<file path="config.mk">
export PLATFORM = sky130hd
export DESIGN_NAME = speed_tick_gen
export DESIGN_NICKNAME = d
export VERILOG_FILES = /design/src/rtl/speed_pkg.sv /design/src/rtl/half_period_cnt.sv /design/src/rtl/speed_tick_gen.sv
export SDC_FILE = /design/constraint.sdc
export NUM_CORES = 1
export LEC_CHECK = 0
export ABC_AREA = 1
export CORE_MARGIN = 2
export CORE_UTILIZATION = 61
export CTS_CLUSTER_SIZE = 16
export DETAILED_ROUTE_END_ITERATION = 8
export PLACE_DENSITY = 0.92
export SLEW_MARGIN = 20
export SYNTH_ARGS = -nofsm -noshare
export SYNTH_HDL_FRONTEND = slang
export SYNTH_SLANG_ARGS = --single-unit
</file>
<file path="constraint.sdc">
create_clock -name clk -period 2.4 [get_ports clk]
set_input_delay 0.24 -clock clk [delete_from_list [all_inputs] [get_ports clk]]
set_output_delay 0.24 -clock clk [all_outputs]
set_load 0.01 [all_outputs]
</file>
<file path="src/rtl/speed_pkg.sv">
// Rate table and half-period helper shared by speed_tick_gen and its counter.
package speed_pkg;

   localparam int unsigned MAX_SPEEDS = 4;
   localparam int unsigned RATE_HZ [MAX_SPEEDS] = '{2, 5, 10, 20};

   typedef logic [$clog2(MAX_SPEEDS)-1:0] speed_idx_t;

   // Truncated clk_hz/(2*rate); never below one cycle so a too-fast rate still toggles.
   function automatic int unsigned half_period(input int unsigned clk_hz, input int unsigned idx);
      int unsigned h;
      if (idx >= MAX_SPEEDS) begin
         h = 1;
      end else begin
         h = clk_hz / (2 * RATE_HZ[speed_idx_t'(idx)]);
      end
      if (h < 1) begin
         h = 1;
      end
      return h;
   endfunction

endpackage

</file>
<file path="src/rtl/half_period_cnt.sv">
// Half-period counter: counts while enabled, flags the last cycle of a half-period
// and wraps to zero; load_zero_i forces a restart on the next edge.
module half_period_cnt #(
   parameter int unsigned CNT_W = 24
) (
   input  logic             clk,
   input  logic             rst,
   input  logic             en_i,
   input  logic             load_zero_i,
   input  logic [CNT_W-1:0] half_i,
   output logic             wrap_o
);

   logic [CNT_W-1:0] cnt_q;
   logic [CNT_W-1:0] cnt_d;

   assign wrap_o = en_i && (cnt_q == (half_i - 1'b1));

   always_comb begin
      cnt_d = cnt_q;
      if (load_zero_i || wrap_o) begin
         cnt_d = '0;
      end else if (en_i) begin
         cnt_d = cnt_q + 1'b1;
      end
   end

   always_ff @(posedge clk or posedge rst) begin
      if (rst) begin
         cnt_q <= '0;
      end else begin
         cnt_q <= cnt_d;
      end
   end

endmodule

</file>
<file path="src/rtl/speed_tick_gen.sv">
// Selectable-rate square wave plus clock-enable tick, switching speed only at a wrap.
// Build option SPEED_BTN_EN replaces the speed input with btn_up/btn_dn stepping.
module speed_tick_gen #(
   parameter int unsigned CLK_HZ        = 50_000_000,
   parameter int unsigned NUM_SPEEDS    = 4,
   parameter int unsigned SEL_W         = $clog2(NUM_SPEEDS),
   parameter int unsigned CNT_W         = 24,
   parameter int unsigned DEFAULT_SPEED = 0
) (
   input  logic             clk,
   input  logic             rst,
   input  logic             en,
   input  logic [SEL_W-1:0] speed,
`ifdef SPEED_BTN_EN
   input  logic             btn_up,
   input  logic             btn_dn,
`endif
   output logic             clko,
   output logic             tick,
   output logic [SEL_W-1:0] speed_cur,
   output logic             speed_pend
);

   import speed_pkg::*;

   logic [CNT_W-1:0] half_tbl [NUM_SPEEDS];

   generate
      for (genvar gi = 0; gi < NUM_SPEEDS; gi++) begin : g_half
         localparam int unsigned HP = half_period(CLK_HZ, gi);
         assign half_tbl[gi] = HP[CNT_W-1:0];
      end
   endgenerate

   logic             clko_q, clko_d;
   logic             tick_q, tick_d;
   logic             pend_q, pend_d;
   logic [SEL_W-1:0] speed_cur_q, speed_cur_d;
   logic [SEL_W-1:0] target_q, target_d;
   logic             wrap;
   logic             switch_now;
   logic             req_hit;
   logic [SEL_W-1:0] req_idx;

   // req_hit: a usable request is present this cycle; req_idx is what it asks for.
`ifdef SPEED_BTN_EN
   localparam logic [SEL_W-1:0] TOP_IDX = SEL_W'(NUM_SPEEDS - 1);

   always_comb begin
      req_hit = btn_up ^ btn_dn;
      req_idx = speed_cur_q;
      if (btn_up && !btn_dn) begin
         req_idx = (speed_cur_q == TOP_IDX) ? speed_cur_q : speed_cur_q + 1'b1;
      end else if (btn_dn && !btn_up) begin
         req_idx = (speed_cur_q == '0) ? speed_cur_q : speed_cur_q - 1'b1;
      end
   end
`else
   localparam logic [SEL_W:0] NUM_S = (SEL_W + 1)'(NUM_SPEEDS);

   always_comb begin
      req_hit = ({1'b0, speed} < NUM_S);
      req_idx = speed;
   end
`endif

   half_period_cnt #(
      .CNT_W(CNT_W)
   ) u_cnt (
      .clk        (clk),
      .rst        (rst),
      .en_i       (en),
      .load_zero_i(switch_now),
      .half_i     (half_tbl[speed_cur_q]),
      .wrap_o     (wrap)
   );

   // A request equal to speed_cur cancels; an absent request at a wrap commits the target.
   always_comb begin
      speed_cur_d = speed_cur_q;
      target_d    = target_q;
      pend_d      = pend_q;
      clko_d      = clko_q;
      tick_d      = 1'b0;
      switch_now  = 1'b0;
      if (wrap) begin
         clko_d = ~clko_q;
         tick_d = ~clko_q;
         pend_d = 1'b0;
         if (req_hit && (req_idx != speed_cur_q)) begin
            speed_cur_d = req_idx;
            switch_now  = 1'b1;
         end else if (!req_hit && pend_q) begin
            speed_cur_d = target_q;
            switch_now  = 1'b1;
         end
      end else if (req_hit) begin
         pend_d   = (req_idx != speed_cur_q);
         target_d = req_idx;
      end
   end

   always_ff @(posedge clk or posedge rst) begin
      if (rst) begin
         clko_q      <= 1'b0;
         tick_q      <= 1'b0;
         pend_q      <= 1'b0;
         speed_cur_q <= SEL_W'(DEFAULT_SPEED);
         target_q    <= SEL_W'(DEFAULT_SPEED);
      end else begin
         clko_q      <= clko_d;
         tick_q      <= tick_d;
         pend_q      <= pend_d;
         speed_cur_q <= speed_cur_d;
         target_q    <= target_d;
      end
   end

   assign clko       = clko_q;
   assign tick       = tick_q;
   assign speed_cur  = speed_cur_q;
   assign speed_pend = pend_q;

endmodule

</file>
# After elaboration in Yosys (flattened, before gate mapping)
# Cells that the tools add are included.
[word_totals]
reg_bits = 29
latchBits = 0
ram_bits = 0
romBits = 0
elab_cells = 25
memories = 0
[op_classes]
addsub = 2
n_mul = 0
div = 0
order_cmp = 1
n_eq_ne = 2
shifts = 0
mux = 9
bitwise_logic = 2
n_reduce_logical = 4
[ops]
columns = ["cell", "count"]
rows = [
  ["2-to-1 mux 24 bit", 4],
  ["binary-select mux 24 bit (select 2 bit)", 1],
  ["adder 24 x 1 -> 24 bit (second input constant)", 1],
  ["== test 24 bit", 1],
  ["subtractor 24 x 1 -> 24 bit (second input constant)", 1],
  ["2-to-1 mux 1 bit", 4],
  [">= comparator 3 bit (second input constant)", 1],
  ["NOT 2 -> 3 bit", 1],
  ["!= test 2 bit", 1],
  ["AND reduction 2 bit", 1],
  ["nonzero test 2 bit", 1],
  ["logical AND 1 bit", 1],
  ["logical OR 1 bit", 1],
  ["NOT 1 bit", 1],
]

# Logic depth before layout (Yosys ltp)
# Gate-level depths: netlist (run 1).
[depth]
depth_word = 10
mapped_depth = 15
ltp_nobuf = 13

# Cells and area by module
# A second synthesis (run 1) with hierarchy kept.
[unflattened]
cells_unflattened = 409
hier_area_um2 = 2750.1
[by_module_without_submodules]
columns = ["mod", "instances", "cells_per_inst", "area_each_um2"]
rows = [
  ["half_period_cnt", 1, 373, 2443.6],
  ["speed_tick_gen", 1, 36, 306.5],
]

# Least setup slack after synthesis (run 1)
# OpenSTA, ideal clock, no wires.
[synth_timing]
path_kind = "reg2reg"
startpoint = "reg speed_cur_q[0] (netlist: speed_cur[0])"
endpoint = "reg u_cnt.cnt_q[6]"
arrival_ns = 1.938
slack_ns = 0.342
path_stages_with_launch = 15
path_buffers = 2
path_cell_list = "dfrtp_1 > inv_1 > ha_1 > buf_6 > nand2_1 > inv_1 > nor2_1 > nand2_1 > nor2_1 > nand2_1 > nor2_2 > nand2_4 > inv_4 > buf_12 > nor2_1"
[synth_via]
elab_chain_len = 10
word_cells_on_any_way = 13
cone_classes = "add/sub: 1; eq/ne: 2; mux: 6; bitwise: 1; reduce/logical: 3"
[synth_rtl]
columns = ["item", "line_no", "text"]
rows = [
  ["start: declaration", "speed_tick_gen.sv:38", "logic [SEL_W-1:0] speed_cur_q, speed_cur_d;"],
  ["start signal: assignment", "speed_tick_gen.sv:108", "speed_cur_q <= SEL_W'(DEFAULT_SPEED);"],
  ["start signal: assignment", "speed_tick_gen.sv:114", "speed_cur_q <= speed_cur_d;"],
  ["NOT 2 -> 3 bit (implied by the code)", "speed_tick_gen.sv:74", ".half_i (half_tbl[speed_cur_q]),"],
  ["binary-select mux 24 bit (select 2 bit)", "speed_tick_gen.sv:74", ""],
  ["2-to-1 mux 24 bit (implied by the code) (2 in series)", "speed_tick_gen.sv:74", ""],
  ["subtractor 24 x 1 -> 24 bit", "half_period_cnt.sv:17", "assign wrap_o = en_i && (cnt_q == (half_i - 1'b1));"],
  ["== test 24 bit", "half_period_cnt.sv:17", ""],
  ["logical AND 1 bit", "half_period_cnt.sv:17", ""],
  ["2-to-1 mux 1 bit", "speed_tick_gen.sv:86", "if (wrap) begin"],
  ["logical OR 1 bit *", "half_period_cnt.sv:21", "if (load_zero_i || wrap_o) begin"],
  ["2-to-1 mux 24 bit or nonzero test 2 bit (tied branches)", "-", ""],
  ["end signal: assignment", "half_period_cnt.sv:32", "cnt_q <= cnt_d;"],
  ["end: declaration", "half_period_cnt.sv:14", "logic [CNT_W-1:0] cnt_q;"],
]
# Every way passes the cells marked *; elsewhere a longest branch is shown, timed or not. The select of a mux whose other input is x is not followed.
# A chain may end at the register's enable or synchronous reset.

# Worst setup path after layout (run 1)
[layout_timing]
startpoint = "reg speed_cur_q[1] (netlist: speed_cur[1])"
endpoint = "reg u_cnt.cnt_q[12]"
# The elaborated chain is that of the path after synthesis.

==> out/metrics.yaml, run 1 <==
status:
  status: "complete, no violations"
min_path:
  worstHoldPathType: "in2async"
global_route:
  grt_pass1_vias: 2059
  grt_pass1_wl_um: 9250
  gr-usage-all-layers_pct: 28.3
  antenna_found_initial: 0
  grt_overflow: 0
  grt_max_degree: 30
pwr:
  leakage_nw: 1.53
  power_per_cell_area_nw_per_um2: 516
  vdd_drop_max_uv: 396
clock_tree:
  numCtsBuffers: 5
  clk_latency_ns: 0.29
  tritoncts: "built"
  cts-root-buf: "clkbuf_8"
  cts_hold_buffers: 0
  clock_path_buffers: 2
  cts_setup_buffers: 0
  path_clk_slew_ns: 0.07
  cts_resized: 0
  cts.htree.levels: 2
  cts_num_sinks: 29
yosys:
  avgSynthCellArea_um2: 6.34
  syn_nets: 385
  synth-warning-count: 0
  syn_inst: 371
  syn_area_um2: 2350
  synth-seq-cells: 29
  ys_types: 25
  ys_seq_area_share_pct: 30.9
sta:
  clock_skew_ns: 0.0132
  setup_viol: 0
  tns_ns: 0
  layout_min_cycle_time_ns: 2.06
  finalMaxSlewViolations: 0
  fmax_ghz: 0.486
  rsz0062_at_grt: "no"
  hold_viol_final: 0
  fin_crit_sh_pct: 85.8
  tightest_slew_ns: 0.361
  slew_headroom_pct: 75.7
placed_design:
  portBuffers: 9
  place_congestion: 0.979
  dpl.hpwl_um: 4200
  numPlacedInstances: 422
detailed_routing:
  routedWlPerCell_um: 13.0
  wl_um: 5570
  route.detailed.drc: 0
  antenna_left: 0
  vias_per_cell: 5.33
  dr.pass1.iters: 5
  vias: 2291
  drt-initial-drc-count: 312
worst_setup_path:
  cp_max_fo: 14
  path_class: "reg2reg"
  critPathArrivalTime_ns: 2.23
  cp-end-kind: "flip-flop"
  cp_data_required_time_ns: 2.57
  cp-start-kind: "flip-flop"
final_layout:
  layout.nets: 395
  multiInputGateArea_um2: 1320
  num_antenna_cells: 0
  final_core_util_pct: 68.8
  final_cells: 430
  area_growth_pct: 7.82
  seqCellArea_um2: 726
  fillers: 323
  drive_gt1_share_pct: 8.12
die:
  die_x_um: 66.1
  coreArea_um2: 3690
  die_y_um: 66.1
  rows: 22
  pin_count: 10
  start_util_pct: 63.8
  die_area_um2: 4370
run:
  maxCapViolCount: 0
## area by class of cell
type	count	area share [%]
Clock buffer	6	3.26
Clock inverter	2	0.543
Inverter	59	8.83
Multi-Input combinational cell	274	51.9
Sequential cell	29	28.6
Tap cell	48	2.37
Timing Repair Buffer	12	4.44
## flip-flops by register name (all words and copies together) (netlist names)
signal and cells:
speed_cur 2, clko 1, speed_pend 1, tick 1, u_cnt.cnt_q 24
## critical path, stage by stage, from the launching register on
cell and delay [ns]:
dfrtp_1 0.38, buf_4 0.19, ha_1 0.21, nor2_1 0.17
nand2_1 0.07, nand2_1 0.12, nand2_1 0.07, inv_1 0.05
nand2_1 0.07, nor2_2 0.17, nand2_4 0.16, inv_4 0.20
nor2_1 0.07
## layout by cell type (no fill, tap or decap)
cell type / Yosys / final
nand3_1: 22 / 22
clkinv_4: 0 / 1
nor3_1: 5 / 5
nor3_2: 1 / 1
o31ai_1: 1 / 1
clkinv_2: 0 / 1
nor2_2: 10 / 10
nor2_4: 2 / 2
o21ai_1: 1 / 1
ha_1: 9 / 9
inv_4: 1 / 1
buf_4: 0 / 3
xnor2_1: 1 / 1
a21oi_1: 3 / 3
nand3_2: 2 / 2
nand4_1: 6 / 6
inv_2: 3 / 3
clkdlybuf4s50_1: 0 / 9
xor2_1: 14 / 14
nor2_1: 71 / 71
o21ai_0: 9 / 9
inv_1: 55 / 55
nand2_4: 1 / 1
nand2_1: 116 / 116
dfrtp_1: 29 / 29
clkbuf_8: 0 / 6
## final timing paths
kind / from / endpoint / slack, ns / cells after the start
max: speed_cur[1] / u_cnt.cnt_q[12] / 0.34 / 12
min: rst / u_cnt.cnt_q[3] / 0.31 / 3
max reg2reg: speed_cur[1] / u_cnt.cnt_q[12] / 0.34 / 12
min reg2reg: u_cnt.cnt_q[1] / u_cnt.cnt_q[1] / 0.52 / 2
max in group asynchronous: rst / speed_cur[1] / 1.81 / 3
min in group clk: u_cnt.cnt_q[1] / u_cnt.cnt_q[1] / 0.52 / 2
## report_power, final
part	internal (mW)	leakage, nW	switching [mW]	total [mW]
logic	0.101	1.16	0.153	0.253
clock network	0.232	0.0512	0.188	0.420
registers	0.545	0.318	0.0892	0.635
total	0.878	1.53	0.430	1.31
## cells by family after synthesis
| group | Yosys count | synth area share, % |
|---|---|---|
| simple gates | 236 | 42.6 |
| compound gates | 14 | 3.08 |
| flops | 29 | 30.9 |
| buf+inv | 68 | 13.1 |
| fa+ha+maj | 9 | 4.79 |
| xor+xnor | 15 | 5.59 |
## routing by layer
metal	up-vias	share of wire, %	global-route usage (%)
li1	1137	-	-
met1	1022	43	37.1
met2	112	46	45.4
met3	20	8.0	5.45
met4	0	3.0	12.2
met5	-	0	0
## through the flow
| stage | total power, mW | hold slack [ns] | worst slack (ns) | instance area [µm²] |
|---|---|---|---|---|
| floorplan | 0.818 | 0.318 | 0.342 | 2350 |
| global placement | 0.875 | 0.505 | 0.390 | 2440 |
| detailed placement | 0.890 | 0.504 | 0.319 | 2440 |
| CTS | 1.31 | 0.326 | 0.354 | 2540 |
| global route | 1.39 | 0.349 | 0.123 | 2540 |
| finish | 1.31 | 0.313 | 0.341 | 2540 |
## synthesized netlist by cell type
cell,number,area share (%)
a21oi_1,3,0.64
buf_6,4,1.9
inv_1,55,8.8
inv_4,1,0.27
nand2_1,116,19
nor3_1,5,1.1
nor2_1,71,11
clkbuf_2,1,0.21
nor2_4,2,0.96
nand2_4,1,0.48
dfrtp_1,29,31
xor2_1,14,5.2
nor3_2,1,0.43
buf_2,3,0.64
nand3_2,2,0.85
ha_1,9,4.8
o21ai_1,1,0.21
o21ai_0,9,1.9
xnor2_1,1,0.37
inv_2,3,0.48
buf_12,1,0.85
nand4_1,6,1.6
o31ai_1,1,0.32
nand3_1,22,4.7
nor2_2,10,2.7
Power figures use the tool's default switching activity.
==> run 2: changes to the inputs <==
--- a/config.mk
+++ b/config.mk
@@ -5,12 +5,12 @@
 export SDC_FILE = /design/constraint.sdc
 export NUM_CORES = 1
 export LEC_CHECK = 0
-export ABC_AREA = 1
+export CAP_MARGIN = 5
 export CORE_MARGIN = 2
-export CORE_UTILIZATION = 61
+export CORE_UTILIZATION = 59
 export CTS_CLUSTER_SIZE = 16
 export DETAILED_ROUTE_END_ITERATION = 8
-export PLACE_DENSITY = 0.92
+export PLACE_DENSITY = 0.91
 export SLEW_MARGIN = 20
 export SYNTH_ARGS = -nofsm -noshare
 export SYNTH_HDL_FRONTEND = slang
==> run 2 against run 1 <==
Against the previous run:
- the run now ends with negative setup slack left
- total power decreased by 9.7%
- cell count decreased by 45%
- utilization increased by 6.6 points
- non-clock buffer count increased by 10
- sequential power decreased by 4.6%
- critical path depth decreased by 4
- worst hold slack got worse by 0.043 ns
- area after synthesis decreased by 26%
- clock power increased by 5.7%
- largest cell class unchanged
==> out/metrics.yaml, run 2 <==
clock_tree:
  cts-root-buf: "clkbuf_4"
  tritoncts: "built"
  numCtsBuffers: 5  # unchanged
  cts_num_sinks: 29  # unchanged
  clock_path_buffers: 2  # unchanged
  path_clk_slew_ns: 0.12  # +0.05 ns
  cts.htree.levels: 2  # unchanged
  cts_hold_buffers: 0  # unchanged
  clk_latency_ns: 0.36  # +0.07 ns
yosys:
  yosysMostFrequentCell: "dfrtp_1"
  syn_inst: 183  # -51%
  synthArstFlopShare_pct: 100  # unchanged
  synth_top_area_share_pct: 41.6  # +11 points
  syn_nets: 197  # -49%
  avgSynthCellArea_um2: 9.54  # +50%
  ys_types: 31  # +24%
  ys_seq_area_share_pct: 41.6  # +11 points
  syn_area_um2: 1750  # -26%
  synth-seq-cells: 29  # unchanged
  synth_area_leader_cell: "dfrtp_1"
  netlist_top_cells_count: "dfrtp_1, nor2_1, xnor2_1"
  synth-edff-count: 0  # unchanged
  synth.area.top_cells: "dfrtp_1, xnor2_1, ha_1"
  synth-main-ff-cell: "dfrtp_1"
  synth-warning-count: 0  # unchanged
pwr:
  p_sw_mw: 0.345  # -20%
  leakage_nw: 0.904  # -41%
  p_int_mw: 0.836  # -4.8%
  pwr-share-clk_pct: 37.6  # +5.5 points
  swShare_pct: 29.2  # -3.7 points
  p_comb_share_pct: 11.1  # -8.3 points
  p_total_mw: 1.18  # -9.7%
  vdd_drop_max_uv: 812  # +110%
  power_per_cell_area_nw_per_um2: 563  # +9.2%
  power_frac_seq_pct: 51.3  # +2.8 points
min_path:
  worstHoldPathType: "in2async"
placed_design:
  numPlacedInstances: 225  # -47%
  portBuffers: 9  # unchanged
  dpl.hpwl_um: 2790  # -34%
  place_congestion: 1.01  # +3.3%
  placed_area_um2: 1920  # -21%
sta:
  timing.final.ws_setup_ns: -0.0179  # -0.359 ns
  slew_headroom_pct: 72.3  # -3.5 points
  clock_skew_ns: 0.0248  # +0.0117 ns
  tns_ns: -0.0401  # -0.0401 ns
  fmax_ghz: 0.414  # -15%
  fin_crit_sh_pct: 101  # +15 points
  tightest_slew_ns: 0.413  # +0.0516 ns
  setup_viol: 3  # +3
  finalMaxSlewViolations: 0  # unchanged
  whs_ns: 0.270  # -0.0427 ns
  layout_min_cycle_time_ns: 2.42  # +0.359 ns
  hold_viol_final: 0  # unchanged
  rsz0062_at_grt: "yes"
worst_setup_path:
  cp_data_required_time_ns: 2.65  # +0.08 ns
  r2r_end: "speed_cur[1]"
  cp-start-kind: "flip-flop"
  critPathArrivalTime_ns: 2.67  # +0.44 ns
  worstPathCellList: "buf_4 -> ha_1 -> or3_1 -> nand2_1 -> nand3_1 -> nor4_4 -> buf_6 -> mux2_4"
  reg2regPathDepth: 8  # -4
  cp-end-kind: "flip-flop"
  crit_family: "simple AND/OR/NAND/NOR gates"
  cp_slowest_cell: "dfrtp_2"
  reg2reg_from: "speed_cur[1]"
  path_buf_inv: 2  # -1
  path_class: "reg2reg"
  cp_max_fo: 6  # -8
  cpPeakStageDelay_ns: 0.46  # +0.08 ns
  ff2ff_setup_slack_ns: -0.02  # -0.36 ns
final_layout:
  layout.nets: 220  # -44%
  fillers: 144  # -55%
  seqCellArea_um2: 728  # +0.34%
  num_antenna_cells: 0  # unchanged
  multiInputGateArea_um2: 998  # -24%
  largest_register: "u_cnt.cnt_q"
  drive_gt1_share_pct: 16.4  # +8.3 points
  final_area_um2: 2100  # -17%
  area_growth_pct: 20.1
  final_cells: 238  # -45%
  mostFrequentLayoutCells: "nor2_1, dfrtp_1, xnor2_1, nand4_1, nand3_1"
  largest_reg_flops: 24  # unchanged
global_route:
  grt_pass1_wl_um: 7200  # -22%
  grt_max_degree: 30  # unchanged
  grt_overflow: 0  # unchanged
  antenna_found_initial: 0  # unchanged
  gr-usage-all-layers_pct: 28.8  # +0.49 points
  grt_pass1_vias: 1518  # -26%
status:
  violations: "negative setup slack"
  status: "complete, but fails checks"
detailed_routing:
  routedWlPerCell_um: 21.6  # +67%
  route.detailed.drc: 0  # unchanged
  drt-initial-drc-count: 112  # -64%
  wl_um: 5150  # -7.6%
  vias_per_cell: 6.76  # +27%
  vias: 1610  # -30%
  antenna_left: 0  # unchanged
  dr.pass1.iters: 5  # unchanged
die:
  die_area_um2: 3410  # -22%
  die_x_um: 58.4  # -12%
  coreArea_um2: 2780  # -25%
  rows: 19  # -14%
  start_util_pct: 62.8  # -1.0 points
  die_y_um: 58.4  # -12%
  pin_count: 10  # unchanged
run:
  maxCapViolCount: 0  # unchanged
run 2: cell count changes in the layout (fill, tap and decap cells not counted), sizes merged, moves of 6 or more:
cell,before,now
nand4,6,12
xnor2,1,18
buf,3,12
nand2b,0,6
inv,59,5
nand3,24,12
nand2,117,11
nor2,83,27
run 2: stage by stage:
stage          setup WS [ns]  utilization [%]
2_1_floorplan         0.0274                -
3_3_place_gp           0.122             69.0
3_5_place_dp         -0.0178             69.0
4_1_cts               0.0329             72.5
5_1_grt              -0.0860             75.4
6_report             -0.0179             75.4
run 2: worst register-to-register path: stages (launching register included):
cell and delay, ns:
dfrtp_2 0.46, buf_4 0.18, ha_1 0.21, or3_1 0.33, nand2_1 0.14, nand3_1 0.15
nor4_4 0.36, buf_6 0.19, mux2_4 0.30
run 2: what timing repair did:
action	in CTS	in global routing
setup buffers	1	3
pin swaps	1	3
gates resized for setup	0	7
cloned	0	1
setup endpoints to repair	4	12
run 2: cell families (layout without fill, tap and decap cells):
logic type,after synthesis,after routing,share of synthesized area [%]
flip-flops,29,29,41.6
XOR/XNOR,29,29,14.6
AND/OR/NAND/NOR,93,93,29.5
AO/OA/AOI/OAI,10,10,3.44
multiplexers,2,2,1.72
adder cells (fa/ha/maj),9,9,6.45
buffers and inverters,11,35,2.80
run 2: worst max-delay path by stage:
stage,from,endpoint,cells past startpoint
2_1_floorplan,speed_cur[0],speed_cur[1],7
3_5_place_dp,speed_cur[1],speed_cur[1],8
5_1_grt,speed_cur[0],speed_cur[1],8
3_3_place_gp,speed_cur[1],speed_cur[0],8
6_report,speed_cur[1],speed_cur[1],8
4_1_cts,speed_cur[1],speed_cur[1],8
run 2: final cells by class:
cell class / count / share of cell area, %
flip-flops and latches: 29 / 34.7
clock inverters: 2 / 1.79
multi-input cells: 143 / 47.6
repair buffers: 22 / 10.6
well taps: 31 / 1.85
inverters: 5 / 1.01
clock buffers: 6 / 2.45
run 2: layer usage:
layer | global-route usage (%) | up-vias | share of wire [%]
met5 | 0 | - | 0
met4 | 18.6 | 0 | 4.2
met3 | 6.81 | 21 | 9.6
met2 | 43.3 | 121 | 48
met1 | 37.2 | 790 | 38
li1 | - | 678 | -
run 2: power groups by stage:
stage	registers [mW]	logic, mW	clock network, mW
after global placement	0.599	0.106	0
after global routing	0.609	0.143	0.463
after CTS	0.595	0.120	0.439
final	0.606	0.131	0.444
after detailed placement	0.602	0.114	0
after floorplan	0.567	0.112	0
